### src/rtl/mult_pkg.sv
// Shared definitions for the multiplier self-test stages.
//   - sweep_state_e : FSM state encoding of the operand sweep driver
//   - MULT_WIDTH    : default operand width of the multiplier stages
//   - MULT_ERR_W    : default width of the error counter
//   - st_busy()     : true for states between issuing a pair and checking it
package mult_pkg;

    localparam int MULT_WIDTH = 5;
    localparam int MULT_ERR_W = 16;

    typedef enum logic [2:0] {
        ST_IDLE   = 3'd0,
        ST_ISSUE  = 3'd1,
        ST_WAIT   = 3'd2,
        ST_SETTLE = 3'd3,
        ST_CHECK  = 3'd4,
        ST_DONE   = 3'd5
    } sweep_state_e;

    function automatic logic st_busy(input sweep_state_e st);
        return (st == ST_ISSUE) || (st == ST_WAIT) ||
               (st == ST_SETTLE) || (st == ST_CHECK);
    endfunction

endpackage

### src/rtl/mult_sweep_driver_if.sv
// Operand/result bus between the sweep driver and the multiplier under test.
//   oa, ob  : operands towards the multiplier
//   ostart  : one-cycle start pulse towards the multiplier
//   ires    : product from the multiplier (2*WIDTH bits)
//   ivalid  : product-valid from the multiplier
// Modports: master = sweep driver side, slave = multiplier side.
interface mult_sweep_driver_if
    import mult_pkg::*;
#(
    parameter int WIDTH = MULT_WIDTH
);
    logic [WIDTH-1:0]   oa;
    logic [WIDTH-1:0]   ob;
    logic               ostart;
    logic [2*WIDTH-1:0] ires;
    logic               ivalid;

    modport master (output oa, output ob, output ostart, input ires, input ivalid);
    modport slave  (input oa, input ob, input ostart, output ires, output ivalid);
endinterface

### src/rtl/mult_operand_counter.sv
// Nested operand counter: ob is the fast digit, oa the slow digit.
//   iclk, irst : clock, asynchronous active-high reset
//   iclear     : load (0,0)
//   iadvance   : step to the next operand pair
//   oa, ob     : current pair (registered)
//   olast      : both operands at all-ones
module mult_operand_counter
    import mult_pkg::*;
#(
    parameter int WIDTH = MULT_WIDTH
) (
    input  logic             iclk,
    input  logic             irst,
    input  logic             iclear,
    input  logic             iadvance,
    output logic [WIDTH-1:0] oa,
    output logic [WIDTH-1:0] ob,
    output logic             olast
);
    localparam logic [WIDTH-1:0] OP_MAX  = {WIDTH{1'b1}};
    localparam logic [WIDTH-1:0] OP_ZERO = {WIDTH{1'b0}};

    logic [WIDTH-1:0] a_r;
    logic [WIDTH-1:0] b_r;

    // Operand pair register: clear wins over advance, ob carries into oa.
    always_ff @(posedge iclk or posedge irst) begin
        if (irst) begin
            a_r <= OP_ZERO;
            b_r <= OP_ZERO;
        end else if (iclear) begin
            a_r <= OP_ZERO;
            b_r <= OP_ZERO;
        end else if (iadvance) begin
            if (b_r == OP_MAX) begin
                b_r <= OP_ZERO;
                a_r <= a_r + WIDTH'(1);
            end else begin
                b_r <= b_r + WIDTH'(1);
            end
        end
    end

    assign oa    = a_r;
    assign ob    = b_r;
    assign olast = (a_r == OP_MAX) && (b_r == OP_MAX);

endmodule

### src/rtl/mult_sweep_driver.sv
// Exhaustive operand sweep driver and result checker for a WIDTH-bit
// multiplier. Issues every (a,b) pair, compares each product with a*b and
// accumulates a saturating error count plus the first failing pair.
//   iclk, irst        : clock, asynchronous active-high reset
//   igo               : start a sweep (accepted in IDLE/DONE only)
//   mif (master)      : oa/ob/ostart out, ires/ivalid in
//   obusy, odone      : sweep in progress / sweep finished (level)
//   oerr_cnt, ofail   : saturating error count, sticky fail flag
//   ofirst_a/ofirst_b : operands of the first failing pair
// Optional build macro MULT_SWEEP_TIMEOUT_EN: a pair whose ivalid does not
// arrive within TIMEOUT WAIT cycles is counted as an error and skipped.
module mult_sweep_driver
    import mult_pkg::*;
#(
    parameter int WIDTH   = MULT_WIDTH,
    parameter int RES_DLY = 1,
    parameter int TIMEOUT = 15,
    parameter int ERR_W   = MULT_ERR_W
) (
    input  logic               iclk,
    input  logic               irst,
    input  logic               igo,
    mult_sweep_driver_if.master mif,
    output logic               obusy,
    output logic               odone,
    output logic [ERR_W-1:0]   oerr_cnt,
    output logic               ofail,
    output logic [WIDTH-1:0]   ofirst_a,
    output logic [WIDTH-1:0]   ofirst_b
);
    localparam logic [1:0]       SETTLE_LAST = (RES_DLY > 0) ? 2'(RES_DLY - 1) : 2'd0;
    localparam logic [ERR_W-1:0] ERR_MAX     = {ERR_W{1'b1}};

    if ((RES_DLY < 0) || (RES_DLY > 3) || (TIMEOUT < 1) || (ERR_W < 1)) begin : g_bad_param
        $error("mult_sweep_driver: parameter out of range");
    end

    sweep_state_e       state_r;
    sweep_state_e       state_s;
    logic [1:0]         dly_r;
    logic [2*WIDTH-1:0] res_r;
    logic [2*WIDTH-1:0] prod_s;
    logic               go_s;
    logic               cap_s;
    logic               mismatch_s;
    logic               last_s;
    logic               to_expire_s;
    logic               to_hit_s;
    logic               ostart_r;
    logic               obusy_r;
    logic               odone_r;
    logic [ERR_W-1:0]   err_cnt_r;
    logic               fail_r;
    logic [WIDTH-1:0]   first_a_r;
    logic [WIDTH-1:0]   first_b_r;

    mult_operand_counter #(.WIDTH(WIDTH)) u_cnt (
        .iclk     (iclk),
        .irst     (irst),
        .iclear   (go_s),
        .iadvance (state_r == ST_CHECK),
        .oa       (mif.oa),
        .ob       (mif.ob),
        .olast    (last_s)
    );

`ifdef MULT_SWEEP_TIMEOUT_EN
    localparam int TO_W = $clog2(TIMEOUT + 1);

    logic [TO_W-1:0] to_cnt_r;
    logic            to_hit_r;

    assign to_expire_s = (state_r == ST_WAIT) && !mif.ivalid &&
                         (to_cnt_r == TO_W'(TIMEOUT - 1));
    assign to_hit_s    = to_hit_r;

    // WAIT watchdog; the hit flag marks the following CHECK as a forced error.
    always_ff @(posedge iclk or posedge irst) begin
        if (irst) begin
            to_cnt_r <= {TO_W{1'b0}};
            to_hit_r <= 1'b0;
        end else begin
            to_cnt_r <= (state_r == ST_WAIT) ? to_cnt_r + TO_W'(1) : {TO_W{1'b0}};
            if (to_expire_s) begin
                to_hit_r <= 1'b1;
            end else if (state_r == ST_CHECK) begin
                to_hit_r <= 1'b0;
            end
        end
    end
`else
    assign to_expire_s = 1'b0;
    assign to_hit_s    = 1'b0;
`endif

    assign go_s   = ((state_r == ST_IDLE) || (state_r == ST_DONE)) && igo;
    // Product is captured on the edge that enters CHECK, RES_DLY edges after ivalid.
    assign cap_s  = (state_s == ST_CHECK) &&
                    ((state_r == ST_WAIT) || (state_r == ST_SETTLE));
    assign prod_s = (2*WIDTH)'(mif.oa) * (2*WIDTH)'(mif.ob);
    assign mismatch_s = to_hit_s || (res_r != prod_s);

    // Next-state logic of the sweep FSM.
    always_comb begin
        state_s = state_r;
        case (state_r)
            ST_IDLE, ST_DONE: begin
                if (igo) begin
                    state_s = ST_ISSUE;
                end else begin
                    state_s = state_r;
                end
            end
            ST_ISSUE: state_s = ST_WAIT;
            ST_WAIT: begin
                if (mif.ivalid) begin
                    state_s = (RES_DLY == 0) ? ST_CHECK : ST_SETTLE;
                end else if (to_expire_s) begin
                    state_s = ST_CHECK;
                end else begin
                    state_s = ST_WAIT;
                end
            end
            ST_SETTLE: begin
                if (dly_r == SETTLE_LAST) begin
                    state_s = ST_CHECK;
                end else begin
                    state_s = ST_SETTLE;
                end
            end
            ST_CHECK: begin
                if (last_s) begin
                    state_s = ST_DONE;
                end else begin
                    state_s = ST_ISSUE;
                end
            end
            default: state_s = ST_IDLE;
        endcase
    end

    // State register, settle counter and product capture.
    always_ff @(posedge iclk or posedge irst) begin
        if (irst) begin
            state_r <= ST_IDLE;
            dly_r   <= 2'd0;
            res_r   <= {(2*WIDTH){1'b0}};
        end else begin
            state_r <= state_s;
            dly_r   <= (state_r == ST_SETTLE) ? dly_r + 2'd1 : 2'd0;
            if (cap_s) begin
                res_r <= mif.ires;
            end
        end
    end

    // Status outputs are registered from the next state so they align with it.
    always_ff @(posedge iclk or posedge irst) begin
        if (irst) begin
            ostart_r <= 1'b0;
            obusy_r  <= 1'b0;
            odone_r  <= 1'b0;
        end else begin
            ostart_r <= (state_s == ST_ISSUE);
            obusy_r  <= st_busy(state_s);
            odone_r  <= (state_s == ST_DONE);
        end
    end

    // Error bookkeeping: cleared on an accepted igo, updated at the end of CHECK.
    always_ff @(posedge iclk or posedge irst) begin
        if (irst) begin
            err_cnt_r <= {ERR_W{1'b0}};
            fail_r    <= 1'b0;
            first_a_r <= {WIDTH{1'b0}};
            first_b_r <= {WIDTH{1'b0}};
        end else if (go_s) begin
            err_cnt_r <= {ERR_W{1'b0}};
            fail_r    <= 1'b0;
            first_a_r <= {WIDTH{1'b0}};
            first_b_r <= {WIDTH{1'b0}};
        end else if ((state_r == ST_CHECK) && mismatch_s) begin
            if (err_cnt_r != ERR_MAX) begin
                err_cnt_r <= err_cnt_r + ERR_W'(1);
            end
            fail_r <= 1'b1;
            if (!fail_r) begin
                first_a_r <= mif.oa;
                first_b_r <= mif.ob;
            end
        end
    end

    assign mif.ostart = ostart_r;
    assign obusy      = obusy_r;
    assign odone      = odone_r;
    assign oerr_cnt   = err_cnt_r;
    assign ofail      = fail_r;
    assign ofirst_a   = first_a_r;
    assign ofirst_b   = first_b_r;

endmodule

### src/flat_wrapper.sv
// flat-port wrapper written by rule: the top's interface ports become plain ports
module mult_sweep_driver_flat import mult_pkg::*;
#(
    parameter int WIDTH   = MULT_WIDTH,
    parameter int RES_DLY = 1,
    parameter int TIMEOUT = 15,
    parameter int ERR_W   = MULT_ERR_W
)
  (iclk, irst, igo, obusy, odone, oerr_cnt, ofail, ofirst_a, ofirst_b, mif_oa, mif_ob, mif_ostart, mif_ires, mif_ivalid);
  mult_sweep_driver_if #(.WIDTH(WIDTH)) mif_i ();
  input  logic iclk;
  input  logic irst;
  input  logic igo;
  output logic obusy;
  output logic odone;
  output logic [ERR_W-1:0] oerr_cnt;
  output logic ofail;
  output logic [WIDTH-1:0] ofirst_a;
  output logic [WIDTH-1:0] ofirst_b;
  output wire logic [$bits(mif_i.oa)-1:0] mif_oa;
  output wire logic [$bits(mif_i.ob)-1:0] mif_ob;
  output wire logic [$bits(mif_i.ostart)-1:0] mif_ostart;
  input wire logic [$bits(mif_i.ires)-1:0] mif_ires;
  input wire logic [$bits(mif_i.ivalid)-1:0] mif_ivalid;
  assign mif_oa = mif_i.oa;
  assign mif_ob = mif_i.ob;
  assign mif_ostart = mif_i.ostart;
  assign mif_i.ires = mif_ires;
  assign mif_i.ivalid = mif_ivalid;
  mult_sweep_driver #(.WIDTH(WIDTH), .RES_DLY(RES_DLY), .TIMEOUT(TIMEOUT), .ERR_W(ERR_W)) u_core (.iclk(iclk), .irst(irst), .igo(igo), .mif(mif_i), .obusy(obusy), .odone(odone), .oerr_cnt(oerr_cnt), .ofail(ofail), .ofirst_a(ofirst_a), .ofirst_b(ofirst_b));
endmodule
### config.mk
export PLATFORM = sky130hd
export DESIGN_NAME = mult_sweep_driver_flat
export DESIGN_NICKNAME = d
export VERILOG_FILES = /design/src/rtl/mult_pkg.sv /design/src/rtl/mult_sweep_driver_if.sv /design/src/rtl/mult_operand_counter.sv /design/src/rtl/mult_sweep_driver.sv /design/src/flat_wrapper.sv
export SDC_FILE = /design/constraint.sdc
export NUM_CORES = 1
export LEC_CHECK = 0
export BUFFER_PORTS_ARGS = -buffer_cell sky130_fd_sc_hd__buf_4
export CAP_MARGIN = 20
export CORE_ASPECT_RATIO = 0.5
export CORE_UTILIZATION = 45
export CTS_CLUSTER_SIZE = 16
export DETAILED_ROUTE_END_ITERATION = 10
export PLACE_DENSITY_LB_ADDON = 0.08
export SYNTH_ARGS = -nofsm -noshare
export SYNTH_HDL_FRONTEND = slang
export SYNTH_HIERARCHICAL = 1
export SYNTH_SLANG_ARGS = --single-unit
### constraint.sdc
create_clock -name iclk -period 4.9 [get_ports iclk]
set_clock_uncertainty 0.2 [all_clocks]
set_input_delay 0.245 -clock iclk [delete_from_list [all_inputs] [get_ports iclk]]
set_output_delay 0.245 -clock iclk [all_outputs]
set_load 0.005 [all_outputs]
==> impl_results.md <==
- Area of the die: 0.00844 mm^2
- Die W: 129 um
- Core area: 0.00757 mm^2
- Critical R2R Launch: u_core/u_cnt/ob[4]$_DFFE_PP0P_
- Max cap viols: 0
- DP HPWL: 6100 um
- Hold Path Class: input port to flip-flop
- CTS Buf Count: 5
- WL final: 8170 um
- Outcome: finished clean
- Clock root cell: clkbuf_16
- Critical path arrival: 4.62 ns
- First-pass GRT wire length: 14000 um
- # DRC: 0
- Via Count: 2893
- Port bufs: 53
- Slew Limit Fails: 0
- Worst-path cell chain: nand2_1, fa_1, fa_1, inv_1, fa_1, ha_1, a211oi_2, o21bai_1, a21oi_1, xnor2_1, o31ai_4, buf_12, or4b_2, a21oi_1
- Post-CTS Setup Bufs: 0
- Wire per inst: 14.9 um
- Routed Antenna Nets: 0
- R2R depth: 14
- Hold Fails Final Rpt: 0
- Initial Util: 47.9%
- Grt ovf: 0
- Hold_sp: igo
- Die Ht: 65.5 um
- Post-synth EDFFs: 0
- Share of the clock period used by the worst path: 94.0%
- Max incr delay on CP: 0.63 ns
- Yosys cell types: 56
- Crit end category: flip-flop
- Hold Path Depth: 4
- Worst path slowest cell: or4b_2
- Most area-hungry cell type in the Yosys netlist: dfrtp_1
- Std-Cell Rows: 22
- Fraction of final layout cells sized beyond drive strength 1: 25.0%
- Worst-path clk slew: 0.07 ns
- YS warnings: 6
- All-Layer GR Usage: 22.0%
- Fin nets: 486
- Placer congestion estimate: 0.884
- Worst-margin pin slew: 0.867 ns
- CTS tree: yes
- Diode count: 0
- Worst R2R Setup Slack: 0.29 ns
- Mapped Cells: 370
- Slew margin rel.: 42.1%
- Largest net degree at the start of global routing: 46
- Ports: 54
- Worst r2r dst: u_core/oerr_cnt[7]$_DFFE_PP0P_
- Syn avg cell area: 9.80 um^2
- Final setup violation count: 0
- WHS Endpoint: u_core/state_r[2]$_DFF_PP0_
- Syn nets: 417
- Most frequent CP cell: fa_1
- Top_reg_cell synth: dfrtp_1
- Initial antenna violation count: 0
- Setup_tns: 0 ns
- Seq cells post-synth: 55
- Largest fanout on the critical path: 37
- CP Launch Type: flip-flop
- Sequential element share of the synthesized area: 38.0%
- Skew-Pair Late Insertion Delay: 0.30 ns
- Static leakage: 2.08 nW
- H-tree levels: 2
- Vias in the first global route: 2948
- Area fraction of the dominant cell type after synthesis: 38.0%
- Vias per cell: 5.28
- CP Class: flip-flop to flip-flop
- Commonest cells in the synthesized netlist: dfrtp_1 (55), inv_1 (34), nor2_1 (32)
- RSZ-0062 raised after global routing: no
- Req. time, crit path: 4.91 ns
- Util after Layout: 58.8%
- Cell with the most instances after synthesis: dfrtp_1
- Synth-to-Final Area Change: 22.8%
- Synth area leaders: dfrtp_1 (38%), ha_1 (8.3%), fa_1 (5.0%)
- Power per cell area: 353 mW/mm^2
- 1st-iter DRT viols: 173
- Peak supply drop: 0.173 mV
- Pre-antenna DRT Iters: 4
- Sink Count: 55
- CTS Buffer Depth: 2
- Async SR Flop Fraction: 100%
- Post-Syn Area: 0.00363 mm^2
- Max Fclk: 217 MHz
- Min Tclk post-route: 4.61 ns
==> cells by family after synthesis <==
logic type                 synth area share [%]
and+or+nand+nor                            17.1
AOI/OAI and AO/OA                          16.4
DFF                                        38.0
buffers and inverters                      6.14
adders and majority gates                  13.3
muxes                                      5.07
xor gates and xnor gates                   4.07
==> per-layer routing <==
metal  up-vias  track usage (%)  share of wire (%)
met5         -                0                  0
met4         0             5.88               0.87
met3         7             4.64                4.4
met2        50             36.9                 47
met1      1410             29.0                 47
li1       1426                -                  -
==> worst max-delay path: cells and delay by family (launching register included) <==
family / cells / cell delay (ns)
simple gates: 2 / 0.71
fa+ha+maj: 4 / 1.94
buf+inv: 2 / 0.24
xor+xnor: 1 / 0.21
compound gates: 5 / 0.85
flops: 1 / 0.35
==> cells in the final DEF (no fill, tap or decap), drive strengths merged, types with 7 or more instances in the layout <==
cell / n
nand3: 13
xnor2: 11
nand2: 32
ha: 24
mux2: 11
dfrtp: 55
o211ai: 11
inv: 34
o31ai: 7
nor2: 32
a21oi: 21
buf: 65
fa: 9
o21ai: 20
dlygate4sd3: 11
==> worst max-delay path by stage <==
stage / end / start / cells after the start / slack (ns)
after floorplan: u_core/oerr_cnt[7]$_DFFE_PP0P_ / u_core/u_cnt/oa[0]$_DFFE_PP0P_ / 13 / 0.48
after global placement: u_core/oerr_cnt[7]$_DFFE_PP0P_ / u_core/u_cnt/ob[4]$_DFFE_PP0P_ / 14 / 0.32
after detailed placement: u_core/oerr_cnt[7]$_DFFE_PP0P_ / u_core/u_cnt/oa[0]$_DFFE_PP0P_ / 17 / 0.25
after CTS: u_core/oerr_cnt[7]$_DFFE_PP0P_ / u_core/u_cnt/oa[0]$_DFFE_PP0P_ / 17 / 0.21
after global routing: u_core/oerr_cnt[7]$_DFFE_PP0P_ / u_core/u_cnt/oa[0]$_DFFE_PP0P_ / 17 / 0.07
final: u_core/oerr_cnt[7]$_DFFE_PP0P_ / u_core/u_cnt/ob[4]$_DFFE_PP0P_ / 14 / 0.29
==> stage by stage <==
stage / cell area (um^2) / setup WS, ns / total power [mW] / hold slack (ns) / cells
finish: 4450 / 0.292 / 1.57 / 0.183 / 548
global route: 4450 / 0.0665 / 1.68 / 0.242 / 548
CTS: 4450 / 0.208 / 1.59 / 0.168 / 548
detailed placement: 4170 / 0.252 / 1.17 / 0.0542 / 529
global placement: 4170 / 0.324 / 1.14 / 0.0643 / 529
floorplan: 3630 / 0.481 / 1.01 / -0.115 / 370
==> sequential cells by signal, indices dropped and copies added, names as in the netlist <==
name	cells
u_core/u_cnt/ob	5
u_core/ofirst_a	5
u_core/odone	1
u_core/oerr_cnt	16
u_core/res_r	10
u_core/mif.ostart	1
u_core/obusy	1
u_core/u_cnt/oa	5
u_core/dly_r	2
u_core/ofirst_b	5
u_core/state_r	3
u_core/ofail	1
==> layout make-up <==
class / count / area, um^2
multi-input combinational: 266 / 2030
sequential: 55 / 1380
clock buffer: 6 / 129
timing repair buffer: 76 / 611
tap: 108 / 135
inverter: 35 / 131
fill: 677 / 3120
clock inverter: 2 / 38.8
==> power by group <==
part / total (mW) / internal (mW) / leakage, nW / switching, mW
Combinational: 0.518 / 0.229 / 1.27 / 0.289
Clock: 0.413 / 0.244 / 0.0815 / 0.170
Sequential: 0.642 / 0.545 / 0.734 / 0.0973
==> what timing repair did <==
| item | 4_1_cts | 5_1_grt |
|---|---|---|
| endpoints found under the hold margin | 65 | 0 |
| hold buffers | 11 | 0 |
| resized for setup | 0 | 1 |
| endpoints found under the setup margin | 0 | 1 |
(Power assumes the default switching activity.)
